[src/rtl/bsg_store_and_forward_arb_if.sv]
// Requester-side and buffer-side beat handshake for the packet-atomic
// arbiter in front of a store-and-forward buffer.
interface bsg_store_and_forward_arb_if #(
  parameter int width_p = 32,
  parameter int els_p   = 4
);
  logic [els_p*width_p-1:0] data_i;
  logic [els_p-1:0]         v_i;
  logic [els_p-1:0]         last_i;
  logic [els_p-1:0]         error_i;
  logic [els_p-1:0]         ready_o;
  logic [width_p-1:0]       data_o;
  logic                     v_o;
  logic                     last_o;
  logic                     error_o;
  logic                     ready_i;

  modport slave (
    input  data_i, v_i, last_i, error_i, ready_i,
    output ready_o, data_o, v_o, last_o, error_o
  );

  modport master (
    output data_i, v_i, last_i, error_i, ready_i,
    input  ready_o, data_o, v_o, last_o, error_o
  );
endinterface

[src/rtl/bsg_store_and_forward_arb.sv]
// Packet-atomic round-robin arbiter sharing one store-and-forward buffer,
// with delayed packet-status attribution and per-requester saturating counts.
//
//   state  | meaning
//   idle_s | no packet open; round-robin grant from rr_q, zero latency
//   busy_s | packet open; grant locked to owner_q until its last beat moves
module bsg_store_and_forward_arb #(
  parameter  int width_p       = 32,
  parameter  int els_p         = 4,
  parameter  int count_width_p = 16,
  localparam int id_width_lp   = $clog2(els_p)
) (
  input  logic                             clk_i,
  input  logic                             reset_n_i,
  bsg_store_and_forward_arb_if.slave       bus_if,
  input  logic                             good_packet_i,
  input  logic                             incomplete_packet_i,
  input  logic                             bad_packet_i,
  output logic                             stat_v_o,
  output logic [id_width_lp-1:0]           stat_id_o,
  output logic [1:0]                       stat_code_o,
  output logic [els_p*count_width_p-1:0]   good_count_o,
  output logic [els_p*count_width_p-1:0]   drop_count_o,
  input  logic                             clr_i
);

  typedef enum logic {idle_s, busy_s} state_e;

  state_e                   state_q;
  logic [id_width_lp-1:0]   owner_q, rr_q, pend_id_q;
  logic                     pend_v_q;
  logic [id_width_lp-1:0]   gnt_id, rr_d;
  logic                     gnt_found, xfer, xfer_last;
  logic [els_p-1:0]         grant;
  logic [count_width_p-1:0] good_q [els_p];
  logic [count_width_p-1:0] drop_q [els_p];

  always_comb begin
    gnt_id    = rr_q;
    gnt_found = 1'b0;
    if (state_q == busy_s) begin
      gnt_id    = owner_q;
      gnt_found = 1'b1;
    end else begin
      for (int k = 0; k < els_p; k++) begin
        if (!gnt_found && bus_if.v_i[(int'(rr_q) + k) % els_p]) begin
          gnt_found = 1'b1;
          gnt_id    = id_width_lp'((int'(rr_q) + k) % els_p);
        end
      end
    end
    grant         = '0;
    grant[gnt_id] = gnt_found;
  end

  assign bus_if.v_o     = gnt_found & bus_if.v_i[gnt_id];
  assign bus_if.data_o  = bus_if.data_i[gnt_id*width_p +: width_p];
  assign bus_if.last_o  = bus_if.last_i[gnt_id];
  assign bus_if.error_o = bus_if.error_i[gnt_id];
  assign bus_if.ready_o = bus_if.ready_i ? grant : '0;

  assign xfer      = bus_if.v_o & bus_if.ready_i;
  assign xfer_last = xfer & bus_if.last_o;
  assign rr_d      = (gnt_id == id_width_lp'(els_p - 1)) ? '0 : gnt_id + 1'b1;

  always_ff @(posedge clk_i or negedge reset_n_i) begin
    if (!reset_n_i) begin
      state_q   <= idle_s;
      owner_q   <= '0;
      rr_q      <= '0;
      pend_v_q  <= 1'b0;
      pend_id_q <= '0;
    end else begin
      pend_v_q <= xfer_last;
      if (xfer_last) pend_id_q <= gnt_id;
      case (state_q)
        idle_s: if (xfer_last) begin
          rr_q <= rr_d;
        end else if (xfer) begin
          state_q <= busy_s;
          owner_q <= gnt_id;
        end
        busy_s: if (xfer_last) begin
          state_q <= idle_s;
          rr_q    <= rr_d;
        end
        default: state_q <= idle_s;
      endcase
    end
  end

  // Status arriving without a pending last beat has no owner and is dropped.
  assign stat_v_o    = pend_v_q & (good_packet_i | incomplete_packet_i | bad_packet_i);
  assign stat_id_o   = pend_id_q;
  assign stat_code_o = incomplete_packet_i ? 2'd1 : (bad_packet_i ? 2'd2 : 2'd0);

  always_ff @(posedge clk_i or negedge reset_n_i) begin
    if (!reset_n_i) begin
      for (int i = 0; i < els_p; i++) begin
        good_q[i] <= '0;
        drop_q[i] <= '0;
      end
    end else if (clr_i) begin
      for (int i = 0; i < els_p; i++) begin
        good_q[i] <= '0;
        drop_q[i] <= '0;
      end
    end else if (stat_v_o) begin
      for (int i = 0; i < els_p; i++) begin
        if (stat_id_o == id_width_lp'(i)) begin
          if (stat_code_o == 2'd0) begin
            if (good_q[i] != '1) good_q[i] <= good_q[i] + 1'b1;
          end else begin
            if (drop_q[i] != '1) drop_q[i] <= drop_q[i] + 1'b1;
          end
        end
      end
    end
  end

  for (genvar g = 0; g < els_p; g++) begin : g_cnt
    assign good_count_o[g*count_width_p +: count_width_p] = good_q[g];
    assign drop_count_o[g*count_width_p +: count_width_p] = drop_q[g];
  end

  a_grant_onehot: assert property (@(posedge clk_i) disable iff (!reset_n_i)
    $onehot0(grant));
  a_owner_stable: assert property (@(posedge clk_i) disable iff (!reset_n_i)
    (state_q == busy_s && !xfer_last) |=> (state_q == busy_s && owner_q == $past(owner_q)));
  a_status_single: assert property (@(posedge clk_i) disable iff (!reset_n_i)
    pend_v_q |-> $onehot0({good_packet_i, incomplete_packet_i, bad_packet_i}));

endmodule

[src/flat_wrapper.sv]
// flat-port wrapper written by rule: the top's interface ports become plain ports
module bsg_store_and_forward_arb_flat 
#(
  parameter  int width_p       = 32,
  parameter  int els_p         = 4,
  parameter  int count_width_p = 16,
  localparam int id_width_lp   = $clog2(els_p)
)
  (clk_i, reset_n_i, good_packet_i, incomplete_packet_i, bad_packet_i, stat_v_o, stat_id_o, stat_code_o, good_count_o, drop_count_o, clr_i, bus_if_data_i, bus_if_v_i, bus_if_last_i, bus_if_error_i, bus_if_ready_i, bus_if_ready_o, bus_if_data_o, bus_if_v_o, bus_if_last_o, bus_if_error_o);
  bsg_store_and_forward_arb_if #(.width_p(width_p), .els_p(els_p)) bus_if_i ();
  input  logic clk_i;
  input  logic reset_n_i;
  input  logic good_packet_i;
  input  logic incomplete_packet_i;
  input  logic bad_packet_i;
  output logic stat_v_o;
  output logic [id_width_lp-1:0] stat_id_o;
  output logic [1:0] stat_code_o;
  output logic [els_p*count_width_p-1:0] good_count_o;
  output logic [els_p*count_width_p-1:0] drop_count_o;
  input  logic clr_i;
  input wire logic [$bits(bus_if_i.data_i)-1:0] bus_if_data_i;
  input wire logic [$bits(bus_if_i.v_i)-1:0] bus_if_v_i;
  input wire logic [$bits(bus_if_i.last_i)-1:0] bus_if_last_i;
  input wire logic [$bits(bus_if_i.error_i)-1:0] bus_if_error_i;
  input wire logic [$bits(bus_if_i.ready_i)-1:0] bus_if_ready_i;
  output wire logic [$bits(bus_if_i.ready_o)-1:0] bus_if_ready_o;
  output wire logic [$bits(bus_if_i.data_o)-1:0] bus_if_data_o;
  output wire logic [$bits(bus_if_i.v_o)-1:0] bus_if_v_o;
  output wire logic [$bits(bus_if_i.last_o)-1:0] bus_if_last_o;
  output wire logic [$bits(bus_if_i.error_o)-1:0] bus_if_error_o;
  assign bus_if_i.data_i = bus_if_data_i;
  assign bus_if_i.v_i = bus_if_v_i;
  assign bus_if_i.last_i = bus_if_last_i;
  assign bus_if_i.error_i = bus_if_error_i;
  assign bus_if_i.ready_i = bus_if_ready_i;
  assign bus_if_ready_o = bus_if_i.ready_o;
  assign bus_if_data_o = bus_if_i.data_o;
  assign bus_if_v_o = bus_if_i.v_o;
  assign bus_if_last_o = bus_if_i.last_o;
  assign bus_if_error_o = bus_if_i.error_o;
  bsg_store_and_forward_arb #(.width_p(width_p), .els_p(els_p), .count_width_p(count_width_p)) u_core (.clk_i(clk_i), .reset_n_i(reset_n_i), .bus_if(bus_if_i), .good_packet_i(good_packet_i), .incomplete_packet_i(incomplete_packet_i), .bad_packet_i(bad_packet_i), .stat_v_o(stat_v_o), .stat_id_o(stat_id_o), .stat_code_o(stat_code_o), .good_count_o(good_count_o), .drop_count_o(drop_count_o), .clr_i(clr_i));
endmodule
[config.mk]
export PLATFORM = sky130hd
export DESIGN_NAME = bsg_store_and_forward_arb_flat
export DESIGN_NICKNAME = d
export VERILOG_FILES = /design/src/rtl/bsg_store_and_forward_arb_if.sv /design/src/rtl/bsg_store_and_forward_arb.sv /design/src/flat_wrapper.sv
export SDC_FILE = /design/constraint.sdc
export NUM_CORES = 1
export LEC_CHECK = 0
export ABC_CLOCK_PERIOD_IN_PS = 2900
export CAP_MARGIN = 25
export CORE_MARGIN = 2
export CORE_UTILIZATION = 40
export DETAILED_ROUTE_END_ITERATION = 12
export PLACE_DENSITY = 0.75
export SLEW_MARGIN = 20
export SYNTH_ARGS = -nofsm -noshare
export SYNTH_HDL_FRONTEND = slang
export SYNTH_SLANG_ARGS = --single-unit
[constraint.sdc]
create_clock -name clk_i -period 2.9 [get_ports clk_i]
set_clock_uncertainty 0.15 [all_clocks]
set_input_delay 0.435 -clock clk_i [delete_from_list [all_inputs] [get_ports clk_i]]
set_output_delay 0.435 -clock clk_i [all_outputs]
set_load 0.05 [all_outputs]
==> metrics.csv <==
metric;value;unit
synth-edff-count;0;
end_kind;output pin;
clock-root-buffer;clkbuf_16;
crit_top_cell;buf_12;
grt_pass1_wl;42.3;mm
worstSkewPairLatency;0.42;ns
pre_cts_slack;-0.329;ns
hold_viol_final;0;
max_slew_margin;61.6;%
syn_nets;915;
grt_usage;27.4;%
synth_cell_types;62;
cts_buffer_depth;2;
clk_pin_slew_worst_paths;0.06;ns
clkSinkCount;136;
fillCellCount;1458;
power_density;822;mW/mm²
comb_power_share;59.5;%
detail_route.wl_per_cell;20.2;µm
power.total;10.7;mW
rsz0062_at_grt;yes;
p_int;6.54;mW
ys_ff_latch;136;
crit_chain;buf_6 -> nand2b_4 -> a22oi_2 -> a31oi_4 -> buf_12 -> buf_12 -> buf_16 -> mux4_2 -> buf_12;
synth.avg_cell_area;10.4;µm²
port_buffers;318;
p_seq_share;19.6;%
status;complete, but fails checks;
synth-seq-area-share;43.4;%
min_path_type;input pin to flip-flop;
cts.htree.levels;4;
p_clk_share;21.0;%
wirelength;28.4;mm
start_util;40.6;%
ys.flop_type;dfrtp_1;
synthArstFlopShare;100;%
num_vias;7447;
die_width;144;µm
ir_worst_vdd;0.972;mV
area_growth;65.6;%
cpPeakStageDelay;0.46;ns
gr-total-overflow;0;
critPathSlowestCell;dfrtp_2;
cp_data_arrival_time;2.53;ns
insertedDiodeCount;0;
cts_tree;built;
grt_pass1_vias;7513;
drc;0;
critical_path.top_delay_family;buffers and inverters;
nNetsFinal;1290;
use_met3;7.55;%
finalWeightedCongestion;0.884;
firstDrtPassIters;4;
switchingPower;4.14;mW
final_cells;1409;
fin_crit;3.11;ns
timing.final.crit_share;107;%
sw_frac_of_total;38.8;%
place_hpwl;22.1;mm
crit_buf_inv;5;
crit_required;2.32;ns
leakage;5.45;nW
setup-violations-final;41;
met2_usage;49.0;%
failed_checks;setup timing;
grt.busiest_layer;met2;
core.rowCount;51;
route.antenna.remaining_nets;0;
grt_max_degree;56;
startpoint_type;flip-flop;
dieArea;0.0207;mm²
placed_cell_area;0.0120;mm²
core_area;0.0193;mm²
die_h;144;µm
max_freq;321;MHz
dr.first_iter.drc_count;395;
yosysWarnings;0;
design_area;0.0130;mm²
synthCells;756;
slew_violations;0;
grtUsageMet1;28.7;%
vias_per_cell;5.29;
criticalPathCategory;flip-flop to output pin;
antenna_found_initial;2;
io_pins;319;
crit_fanout;5;
layout-drive-gt1-share;18.7;%
worst_pin_slew;0.574;ns
syn_area;0.00784;mm²
fin_ws;-0.211;ns
numCtsBuffers;17;
maxCapViolCount;0;
placedCellCount;1359;
cell families (layout without fill, tap and decap cells):
kind of cell	Yosys count	after routing	share of synthesized area, %
adders and majority gates	12	12	1.91
muxes	50	50	12.2
xor gates and xnor gates	109	109	12.2
buffers and inverters	39	427	2.30
and+or+nand+nor	351	351	22.4
DFF	136	136	43.4
AOI/OAI and AO/OA	59	59	5.68
area by class of cell:
cell class | count | area [µm²] | share of cell area (%)
flip-flops and latches | 136 | 3410 | 26.2
clock buffers | 21 | 470 | 3.62
clock inverters | 11 | 145 | 1.12
inverters | 12 | 45.0 | 0.347
well taps | 265 | 332 | 2.55
repair buffers | 383 | 4230 | 32.6
multi-input cells | 581 | 4360 | 33.6
per-layer routing:
metal	vias up	part of all wire, %
met5	-	0.046
met4	2	5.9
met3	83	6.8
met2	289	53
met1	3625	35
li1	3448	-
cells in the final DEF, fill, tap and decap left out, drive strengths merged, types with 13 or more instances in the layout:
master	synthesis	layout
mux4	34	34
xnor2	27	27
and2	13	13
nor2	134	134
nand3	38	38
nand4	29	29
buf	8	106
and4	20	20
inv	12	13
clkbuf	19	22
and3	20	20
a21oi	16	16
o21ai	18	18
clkdlybuf4s50	0	272
dfrtp	136	136
xor2	82	82
nand2	54	54
power by group through the flow:
stage,combinational [mW],sequential [mW],clock (mW)
after floorplan,2.93,2.16,0
after detailed placement,5.67,2.12,0
after global placement,5.65,2.12,0
after global routing,6.53,2.10,2.35
after CTS,6.16,2.08,2.28
final,6.35,2.09,2.24
worst paths after layout:
path	startpoint	to	slack (ns)	cells after the start
worst max register to register	u_core.rr_q[1]	u_core.owner_q[1]	-0.07	13
worst min-delay path	clr_i	u_core.good_count_o[9]	0.24	2
worst min register to register	u_core.owner_q[0]	u_core.owner_q[0]	0.34	1
max in group asynchronous	reset_n_i	u_core.drop_count_o[3]	1.42	3
worst max-delay path	u_core.rr_q[1]	bus_if_error_o	-0.21	9
min in group asynchronous	reset_n_i	u_core.drop_count_o[58]	0.38	2
registers in the layout (all words and copies together), names as in the netlist, named ones only:
signal	cells
u_core.stat_id_o	2
u_core.pend_v_q	1
u_core.drop_count_o	64
u_core.rr_q	2
u_core.good_count_o	64
u_core.owner_q	2
Yosys cell counts (12+ instances only):
master	n	area, µm²
clkbuf_1	18	67.6
nand4_1	29	181
nor3_1	12	60.1
a21oi_1	16	80.1
and3_1	20	125
ha_1	12	150
nand2_1	54	203
nand3_1	38	190
xnor2_1	27	236
and4_1	20	175
nor2_1	133	499
and2_1	13	81.3
xor2_1	82	718
mux4_2	34	766
dfrtp_1	136	3400
stage by stage:
step	hold WS (ns)	TNS [ns]	util, %
2_1_floorplan	-0.0106	0	-
3_3_place_gp	0.267	-8.89	62.1
3_5_place_dp	0.271	-9.73	62.1
4_1_cts	0.217	-5.26	66.6
5_1_grt	0.227	-8.98	67.2
6_report	0.239	-6.36	67.2
repair_timing:
action	4_1_cts	5_1_grt
pin swaps	7	2
cloned	3	1
gates resized for setup	29	9
endpoints found under the hold margin	51	0
hold buffers	1	0
setup endpoints to repair	39	41
setup buffers	8	5
No activity file was read; power rests on OpenSTA's default activity.
